## src/rtl/mem_ctrl_if.sv

```systemverilog
// Bundle between the cpu memory channels, the controller and the single-port word memory.
interface mem_ctrl_if #(parameter int W = 32);
  logic         pc_clk;
  logic [W-1:0] pc;
  logic [W-1:0] read_inst;
  logic         load_clk;
  logic         load_en;
  logic [W-1:0] l_addr;
  logic [W-1:0] l_data;
  logic         store_clk;
  logic         store_en;
  logic [W-1:0] s_addr;
  logic [W-1:0] s_data;
  logic         busy;
  logic         err_overrun;
  logic         err_timeout;
  logic         mem_req;
  logic         mem_we;
  logic [W-1:0] mem_addr;
  logic [W-1:0] mem_wdata;
  logic         mem_ack;
  logic [W-1:0] mem_rdata;

  modport slave (
    input  pc_clk, pc, load_clk, load_en, l_addr, store_clk, store_en, s_addr, s_data,
           mem_ack, mem_rdata,
    output read_inst, l_data, busy, err_overrun, err_timeout,
           mem_req, mem_we, mem_addr, mem_wdata
  );

  modport master (
    output pc_clk, pc, load_clk, load_en, l_addr, store_clk, store_en, s_addr, s_data,
           mem_ack, mem_rdata,
    input  read_inst, l_data, busy, err_overrun, err_timeout,
           mem_req, mem_we, mem_addr, mem_wdata
  );
endinterface

```

## src/rtl/mem_ctrl.sv

```systemverilog
// Serialises fetch/load/store strobes onto one req/ack word memory, priority store > load > fetch;
// data visible 2 cycles after strobe at best. MEM_CTRL_TIMEOUT_EN bounds the ack wait to TIMEOUT_CYCLES.
module mem_ctrl #(
  parameter int W = 32
`ifdef MEM_CTRL_TIMEOUT_EN
  ,parameter int TIMEOUT_CYCLES = 255
`endif
) (
  input  logic      i_clk,
  input  logic      i_rst,
  mem_ctrl_if.slave io_bus
);

  typedef enum logic {S_IDLE, S_BUSY} state_t;
  typedef enum logic [1:0] {CH_FETCH, CH_LOAD, CH_STORE} chan_t;

  state_t       r_state;
  chan_t        r_chan;
  logic         r_pend_f;
  logic         r_pend_l;
  logic         r_pend_s;
  logic [W-1:0] r_pc;
  logic [W-1:0] r_laddr;
  logic [W-1:0] r_saddr;
  logic [W-1:0] r_sdata;
  logic         r_req;
  logic         r_we;
  logic [W-1:0] r_addr;
  logic [W-1:0] r_wdata;
  logic [W-1:0] r_inst;
  logic [W-1:0] r_ldata;
  logic         r_ovr;

  logic         w_stb_f;
  logic         w_stb_l;
  logic         w_stb_s;
  logic         w_ack;
  logic         w_tmo;
  logic         w_done;
  logic [W-1:0] w_rdata;
  logic [W-1:0] w_word_mask;

  assign w_stb_f     = io_bus.pc_clk;
  assign w_stb_l     = io_bus.load_clk & io_bus.load_en;
  assign w_stb_s     = io_bus.store_clk & io_bus.store_en;
  assign w_ack       = (r_state == S_BUSY) && io_bus.mem_ack;
  assign w_word_mask = ~W'(3);

`ifdef MEM_CTRL_TIMEOUT_EN
  // Counter spans 0..TIMEOUT_CYCLES-1; the edge after the last value gives up.
  localparam int CW = (TIMEOUT_CYCLES < 2) ? 1 : $clog2(TIMEOUT_CYCLES);
  localparam logic [CW-1:0] LAST = CW'(TIMEOUT_CYCLES - 1);

  logic [CW-1:0] r_wait;
  logic          r_tmo;

  assign w_tmo              = (r_state == S_BUSY) && !io_bus.mem_ack && (r_wait == LAST);
  assign w_rdata            = w_ack ? io_bus.mem_rdata : '1;
  assign io_bus.err_timeout = r_tmo;
`else
  assign w_tmo              = 1'b0;
  assign w_rdata            = io_bus.mem_rdata;
  assign io_bus.err_timeout = 1'b0;
`endif

  assign w_done = w_ack | w_tmo;

  // A strobe on a channel that is still pending (queued or in flight) is dropped.
  always_ff @(posedge i_clk) begin
    if (i_rst) begin
      r_pend_f <= 1'b0;
      r_pend_l <= 1'b0;
      r_pend_s <= 1'b0;
      r_pc     <= '0;
      r_laddr  <= '0;
      r_saddr  <= '0;
      r_sdata  <= '0;
      r_ovr    <= 1'b0;
    end else begin
      if (w_done && r_chan == CH_FETCH) r_pend_f <= 1'b0;
      if (w_done && r_chan == CH_LOAD)  r_pend_l <= 1'b0;
      if (w_done && r_chan == CH_STORE) r_pend_s <= 1'b0;
      if (w_stb_f && !r_pend_f) begin
        r_pend_f <= 1'b1;
        r_pc     <= io_bus.pc;
      end
      if (w_stb_l && !r_pend_l) begin
        r_pend_l <= 1'b1;
        r_laddr  <= io_bus.l_addr;
      end
      if (w_stb_s && !r_pend_s) begin
        r_pend_s <= 1'b1;
        r_saddr  <= io_bus.s_addr;
        r_sdata  <= io_bus.s_data;
      end
      if ((w_stb_f && r_pend_f) || (w_stb_l && r_pend_l) || (w_stb_s && r_pend_s))
        r_ovr <= 1'b1;
    end
  end

  always_ff @(posedge i_clk) begin
    if (i_rst) begin
      r_state <= S_IDLE;
      r_chan  <= CH_FETCH;
      r_req   <= 1'b0;
      r_we    <= 1'b0;
      r_addr  <= '0;
      r_wdata <= '0;
      r_inst  <= '0;
      r_ldata <= '0;
`ifdef MEM_CTRL_TIMEOUT_EN
      r_wait  <= '0;
      r_tmo   <= 1'b0;
`endif
    end else begin
      case (r_state)
        S_IDLE: begin
          if (r_pend_s || r_pend_l || r_pend_f) begin
            r_req   <= 1'b1;
            r_state <= S_BUSY;
`ifdef MEM_CTRL_TIMEOUT_EN
            r_wait  <= '0;
`endif
            if (r_pend_s) begin
              r_chan  <= CH_STORE;
              r_we    <= 1'b1;
              r_addr  <= r_saddr & w_word_mask;
              r_wdata <= r_sdata;
            end else if (r_pend_l) begin
              r_chan  <= CH_LOAD;
              r_we    <= 1'b0;
              r_addr  <= r_laddr & w_word_mask;
            end else begin
              r_chan  <= CH_FETCH;
              r_we    <= 1'b0;
              r_addr  <= r_pc & w_word_mask;
            end
          end
        end
        S_BUSY: begin
          if (w_done) begin
            r_req   <= 1'b0;
            r_state <= S_IDLE;
            if (r_chan == CH_LOAD)  r_ldata <= w_rdata;
            if (r_chan == CH_FETCH) r_inst  <= w_rdata;
`ifdef MEM_CTRL_TIMEOUT_EN
            if (w_tmo) r_tmo <= 1'b1;
`endif
          end
`ifdef MEM_CTRL_TIMEOUT_EN
          else begin
            r_wait <= r_wait + CW'(1);
          end
`endif
        end
      endcase
    end
  end

  assign io_bus.mem_req     = r_req;
  assign io_bus.mem_we      = r_we;
  assign io_bus.mem_addr    = r_addr;
  assign io_bus.mem_wdata   = r_wdata;
  assign io_bus.read_inst   = r_inst;
  assign io_bus.l_data      = r_ldata;
  assign io_bus.err_overrun = r_ovr;
  assign io_bus.busy        = r_pend_f | r_pend_l | r_pend_s | (r_state == S_BUSY);

endmodule

```

## src/flat_wrapper.sv

```systemverilog
// flat-port wrapper written by rule: the top's interface ports become plain ports
module mem_ctrl_flat 
#(
  parameter int W = 32

)
  (i_clk, i_rst, io_bus_pc_clk, io_bus_pc, io_bus_load_clk, io_bus_load_en, io_bus_l_addr, io_bus_store_clk, io_bus_store_en, io_bus_s_addr, io_bus_s_data, io_bus_mem_ack, io_bus_mem_rdata, io_bus_read_inst, io_bus_l_data, io_bus_busy, io_bus_err_overrun, io_bus_err_timeout, io_bus_mem_req, io_bus_mem_we, io_bus_mem_addr, io_bus_mem_wdata);
  mem_ctrl_if #(.W(W)) io_bus_i ();
  input  logic i_clk;
  input  logic i_rst;
  input wire logic [$bits(io_bus_i.pc_clk)-1:0] io_bus_pc_clk;
  input wire logic [$bits(io_bus_i.pc)-1:0] io_bus_pc;
  input wire logic [$bits(io_bus_i.load_clk)-1:0] io_bus_load_clk;
  input wire logic [$bits(io_bus_i.load_en)-1:0] io_bus_load_en;
  input wire logic [$bits(io_bus_i.l_addr)-1:0] io_bus_l_addr;
  input wire logic [$bits(io_bus_i.store_clk)-1:0] io_bus_store_clk;
  input wire logic [$bits(io_bus_i.store_en)-1:0] io_bus_store_en;
  input wire logic [$bits(io_bus_i.s_addr)-1:0] io_bus_s_addr;
  input wire logic [$bits(io_bus_i.s_data)-1:0] io_bus_s_data;
  input wire logic [$bits(io_bus_i.mem_ack)-1:0] io_bus_mem_ack;
  input wire logic [$bits(io_bus_i.mem_rdata)-1:0] io_bus_mem_rdata;
  output wire logic [$bits(io_bus_i.read_inst)-1:0] io_bus_read_inst;
  output wire logic [$bits(io_bus_i.l_data)-1:0] io_bus_l_data;
  output wire logic [$bits(io_bus_i.busy)-1:0] io_bus_busy;
  output wire logic [$bits(io_bus_i.err_overrun)-1:0] io_bus_err_overrun;
  output wire logic [$bits(io_bus_i.err_timeout)-1:0] io_bus_err_timeout;
  output wire logic [$bits(io_bus_i.mem_req)-1:0] io_bus_mem_req;
  output wire logic [$bits(io_bus_i.mem_we)-1:0] io_bus_mem_we;
  output wire logic [$bits(io_bus_i.mem_addr)-1:0] io_bus_mem_addr;
  output wire logic [$bits(io_bus_i.mem_wdata)-1:0] io_bus_mem_wdata;
  assign io_bus_i.pc_clk = io_bus_pc_clk;
  assign io_bus_i.pc = io_bus_pc;
  assign io_bus_i.load_clk = io_bus_load_clk;
  assign io_bus_i.load_en = io_bus_load_en;
  assign io_bus_i.l_addr = io_bus_l_addr;
  assign io_bus_i.store_clk = io_bus_store_clk;
  assign io_bus_i.store_en = io_bus_store_en;
  assign io_bus_i.s_addr = io_bus_s_addr;
  assign io_bus_i.s_data = io_bus_s_data;
  assign io_bus_i.mem_ack = io_bus_mem_ack;
  assign io_bus_i.mem_rdata = io_bus_mem_rdata;
  assign io_bus_read_inst = io_bus_i.read_inst;
  assign io_bus_l_data = io_bus_i.l_data;
  assign io_bus_busy = io_bus_i.busy;
  assign io_bus_err_overrun = io_bus_i.err_overrun;
  assign io_bus_err_timeout = io_bus_i.err_timeout;
  assign io_bus_mem_req = io_bus_i.mem_req;
  assign io_bus_mem_we = io_bus_i.mem_we;
  assign io_bus_mem_addr = io_bus_i.mem_addr;
  assign io_bus_mem_wdata = io_bus_i.mem_wdata;
  mem_ctrl #(.W(W)) u_core (.i_clk(i_clk), .i_rst(i_rst), .io_bus(io_bus_i));
endmodule
```

## config.mk

```make
export PLATFORM = sky130hd
export DESIGN_NAME = mem_ctrl_flat
export DESIGN_NICKNAME = d
export VERILOG_FILES = /design/src/rtl/mem_ctrl_if.sv /design/src/rtl/mem_ctrl.sv /design/src/flat_wrapper.sv
export SDC_FILE = /design/constraint.sdc
export NUM_CORES = 1
export LEC_CHECK = 0
export CAP_MARGIN = 20
export CORE_MARGIN = 2
export CORE_UTILIZATION = 50
export DETAILED_ROUTE_END_ITERATION = 7
export PLACE_DENSITY = 0.95
export SYNTH_ARGS = -nofsm -noshare
export SYNTH_HDL_FRONTEND = slang
export SYNTH_SLANG_ARGS = --single-unit
```

## constraint.sdc

```tcl
create_clock -name i_clk -period 3.9 [get_ports i_clk]
set_input_delay 0.39 -clock i_clk [delete_from_list [all_inputs] [get_ports i_clk]]
set_output_delay 0.39 -clock i_clk [all_outputs]
set_load 0.05 [all_outputs]
```

==> metrics.txt <==
# Post-CTS Setup Buffers=0; CP peak stage delay=roughly 860 ps; largest net degree at the start of global routing=120; setup TNS=0 ps; Hold Path Depth=3; Achievable Freq=352 MHz; Worst Setup SP=u_core.r_pend_l$_SDFFE_PP0P_; sequential fraction of the synthesis area=0.535; worst path cell trace=nor3_2 -> nand2_1 -> clkdlybuf4s50_1; vias per inst=5.56; GRT Total Usage=0.271; first-pass GRT wire length=44.2 mm; final WL=29.0 mm; RSZ-0062 raised after global routing=false; Critical-path top delay cell=clkdlybuf4s50_1; dpl cell area=12,400 µm²; pin slew with the least headroom to its limit=975 ps; final net count=1,579; Worst Skew=8.53 ps; PwrDens=between 400 and 500 nW/µm²; core area=18,800 µm²; GR Overflow Total=0; crit path capture type=output port; main combinational cell family by area after synthesis=simple AND/OR/NAND/NOR gates; Max VDD drop=0.416 mV; CP required=~3500 ps; area grow syn2layout=39.0%; DIE WIDTH=142 µm; Unique masters post-synth=32; CTS hold repair buffers=0; post-synthesis adder-cell area fraction=0; max-cap check violation count=0; Leak=0.00487 µW; Reg clk slew, reported paths=60 ps; crit path kind=flop to output port; dpl cells=~1,600; H-tree depth=1; mux share of post-synthesis cell area=0; Starting Density=0.510; HP Start=io_bus_s_data[28]; ant diodes=0; Mapped Avg Cell Area=8.19 µm²; Mapped Cells=1,169; final hold violations=0; share of the synthesized area in the top cell type=0.535; Synth Area in XOR/XNOR=0; top cells by area, synth=dfxtp_1, nand2_1, a21oi_1; DRC=0; fraction of layout cells with a size suffix above 1=0.0489; Async SR Flop Fraction=0; die area=20,300 µm²; ANT nets after route=0; final core utilization=0.709; Routed WL per cell=17.4 µm; element type at the critical path start=flop; Final Max Tran Viols=0; Final setup viols=0; Synth Area in Simple Gates=0.230; fillers=roughly 1,300; Worst slew margin=0.349; die height=142 µm; row cnt=50; final worst path period need=2840 ps; count of state elements after synthesis=approximately 260; clock sink count=256; flop2flop setup slack=1470 ps; io pins=301; RR Startpoint=u_core.r_pend_l$_SDFFE_PP0P_; initial antenna violation count=0; ratio of final minimum period to clock period=0.729; worst hold path class=primary input to flop; crit path buf inv count=1; Ys Warns=0; GP Congestion=0.816; number of global-route vias before repair=roughly 9,000; Detail Placement HPWL=around 19 mm; design area=13,300 µm²; Post-synth top flop=dfxtp_1; Root Driver=clkbuf_16; crit path max fanout=37; Netlist Area Pre-Place=9570 µm²; Bufs on Longest Clock Path=3; Worst Hold End=u_core.r_sdata[28]$_SDFFE_PP0P_; first drt pass iteration count=5; Worst EP arrival=2450 ps; Port Buffers=roughly 290; CTS resizes=0; kind of cell adding the most delay to the critical path=buffers and inverters; reg2reg end=u_core.r_laddr[31]$_SDFFE_PP0P_; non-filler cells, final=1,665; CTS tree=built; post-synth top area cell=dfxtp_1; DR iter-0 viols=between 500 and 600; CTS Buf Count=26; EDFF count, synth=0; compound-cell area share of the yosys netlist=0.181; status=finished, final reports clean; Skew-Pair Late Insertion Delay=530 ps; DR vias=9,255; FF-to-FF path depth=5
==> how the worst max path moves through the flow <==
| stage | cells past startpoint | endpoint |
|---|---|---|
| final | 3 | io_bus_busy |
| after global routing | 3 | io_bus_busy |
| after CTS | 3 | io_bus_busy |
| after detailed placement | 5 | u_core.r_sdata[18]$_SDFFE_PP0P_ |
| after global placement | 5 | u_core.r_sdata[23]$_SDFFE_PP0P_ |
| after floorplan | 5 | u_core.io_bus.read_inst[13]$_SDFFE_PP0P_ |
==> logic make-up after synthesis <==
logic type / Yosys count
flops: 256
buf+inv: 99
other cells: 1
simple gates: 524
compound gates: 289
==> tightest hold or removal path: stages <==
cell and delay, ps:
clkdlybuf4s50_1 400, nand2_1 60, a21oi_1 50
==> cell usage after synthesis, drive strengths merged, types with 3 or more instances <==
| cell type | number |
|---|---|
| a21oi | 224 |
| nor2 | 4 |
| nor2b | 32 |
| a211o | 30 |
| dfxtp | 256 |
| buf | 63 |
| nor3 | 3 |
| nand2b | 34 |
| a32o | 30 |
| clkbuf | 35 |
| nand2 | 439 |
| and3b | 3 |
==> metrics by stage <==
stage	setup WS (ps)	total power [µW]	hold slack, ps
after floorplan	2360	3410	431
after global placement	1490	3760	436
after detailed placement	1470	3780	442
after CTS	1030	6260	392
after global routing	976	6430	411
final	1060	6240	407
==> cells in the final DEF (no fill, tap or decap), types with 2 or more instances in the layout <==
master / synthesis / layout
nand2_1: 439 / 439
clkdlybuf4s50_1: 0 / 290
dfxtp_1: 256 / 254
a21oi_1: 223 / 223
nand2b_1: 34 / 34
nor2b_1: 32 / 30
a211o_1: 30 / 30
a32o_1: 30 / 30
clkbuf_16: 0 / 27
buf_4: 4 / 19
clkbuf_8: 0 / 8
clkbuf_1: 35 / 8
nor2_1: 4 / 4
conb_1: 1 / 3
clkinv_2: 0 / 3
nor3_2: 1 / 2
nor2b_2: 0 / 2
and3b_1: 3 / 2
nand3_1: 2 / 2
dfxtp_2: 0 / 2
==> cell type report <==
type / instances / area, µm² / area share
Clock buffer: 43 / 816 / 0.0613
Clock inverter: 5 / 53.8 / 0.00404
Inverter: 1 / 3.75 / 0.000282
Multi-Input combinational cell: 816 / 3960 / 0.297
Sequential cell: 256 / 5130 / 0.385
Tap cell: 234 / 293 / 0.0220
Timing Repair Buffer: 310 / 3060 / 0.230
==> state kept, by name, indices dropped and copies added (netlist names) <==
signal / cells
u_core.r_sdata: 32
u_core.r_saddr: 30
u_core.io_bus.read_inst: 32
u_core.r_state: 1
u_core.r_laddr: 30
u_core.io_bus.mem_addr: 30
u_core.r_chan: 2
u_core.io_bus.err_overrun: 1
u_core.io_bus.mem_wdata: 32
u_core.io_bus.mem_req: 1
u_core.r_pend_s: 1
u_core.r_pend_f: 1
u_core.r_pc: 30
u_core.io_bus.l_data: 32
u_core.r_pend_l: 1
==> layer usage <==
layer	wire length [µm]	global-route usage	part of all wire
met3	2660	0.0666	0.092
met5	0	0	0
met4	1170	0.128	0.040
met2	14100	0.471	0.49
met1	11100	0.314	0.38
==> where the power goes <==
group,internal [µW],leakage (µW),switching [µW]
combinational,377,0.00236,542
sequential,2740,0.00208,81.5
clock,1490,0.000430,1010
No activity file was read; power rests on OpenSTA's default activity.
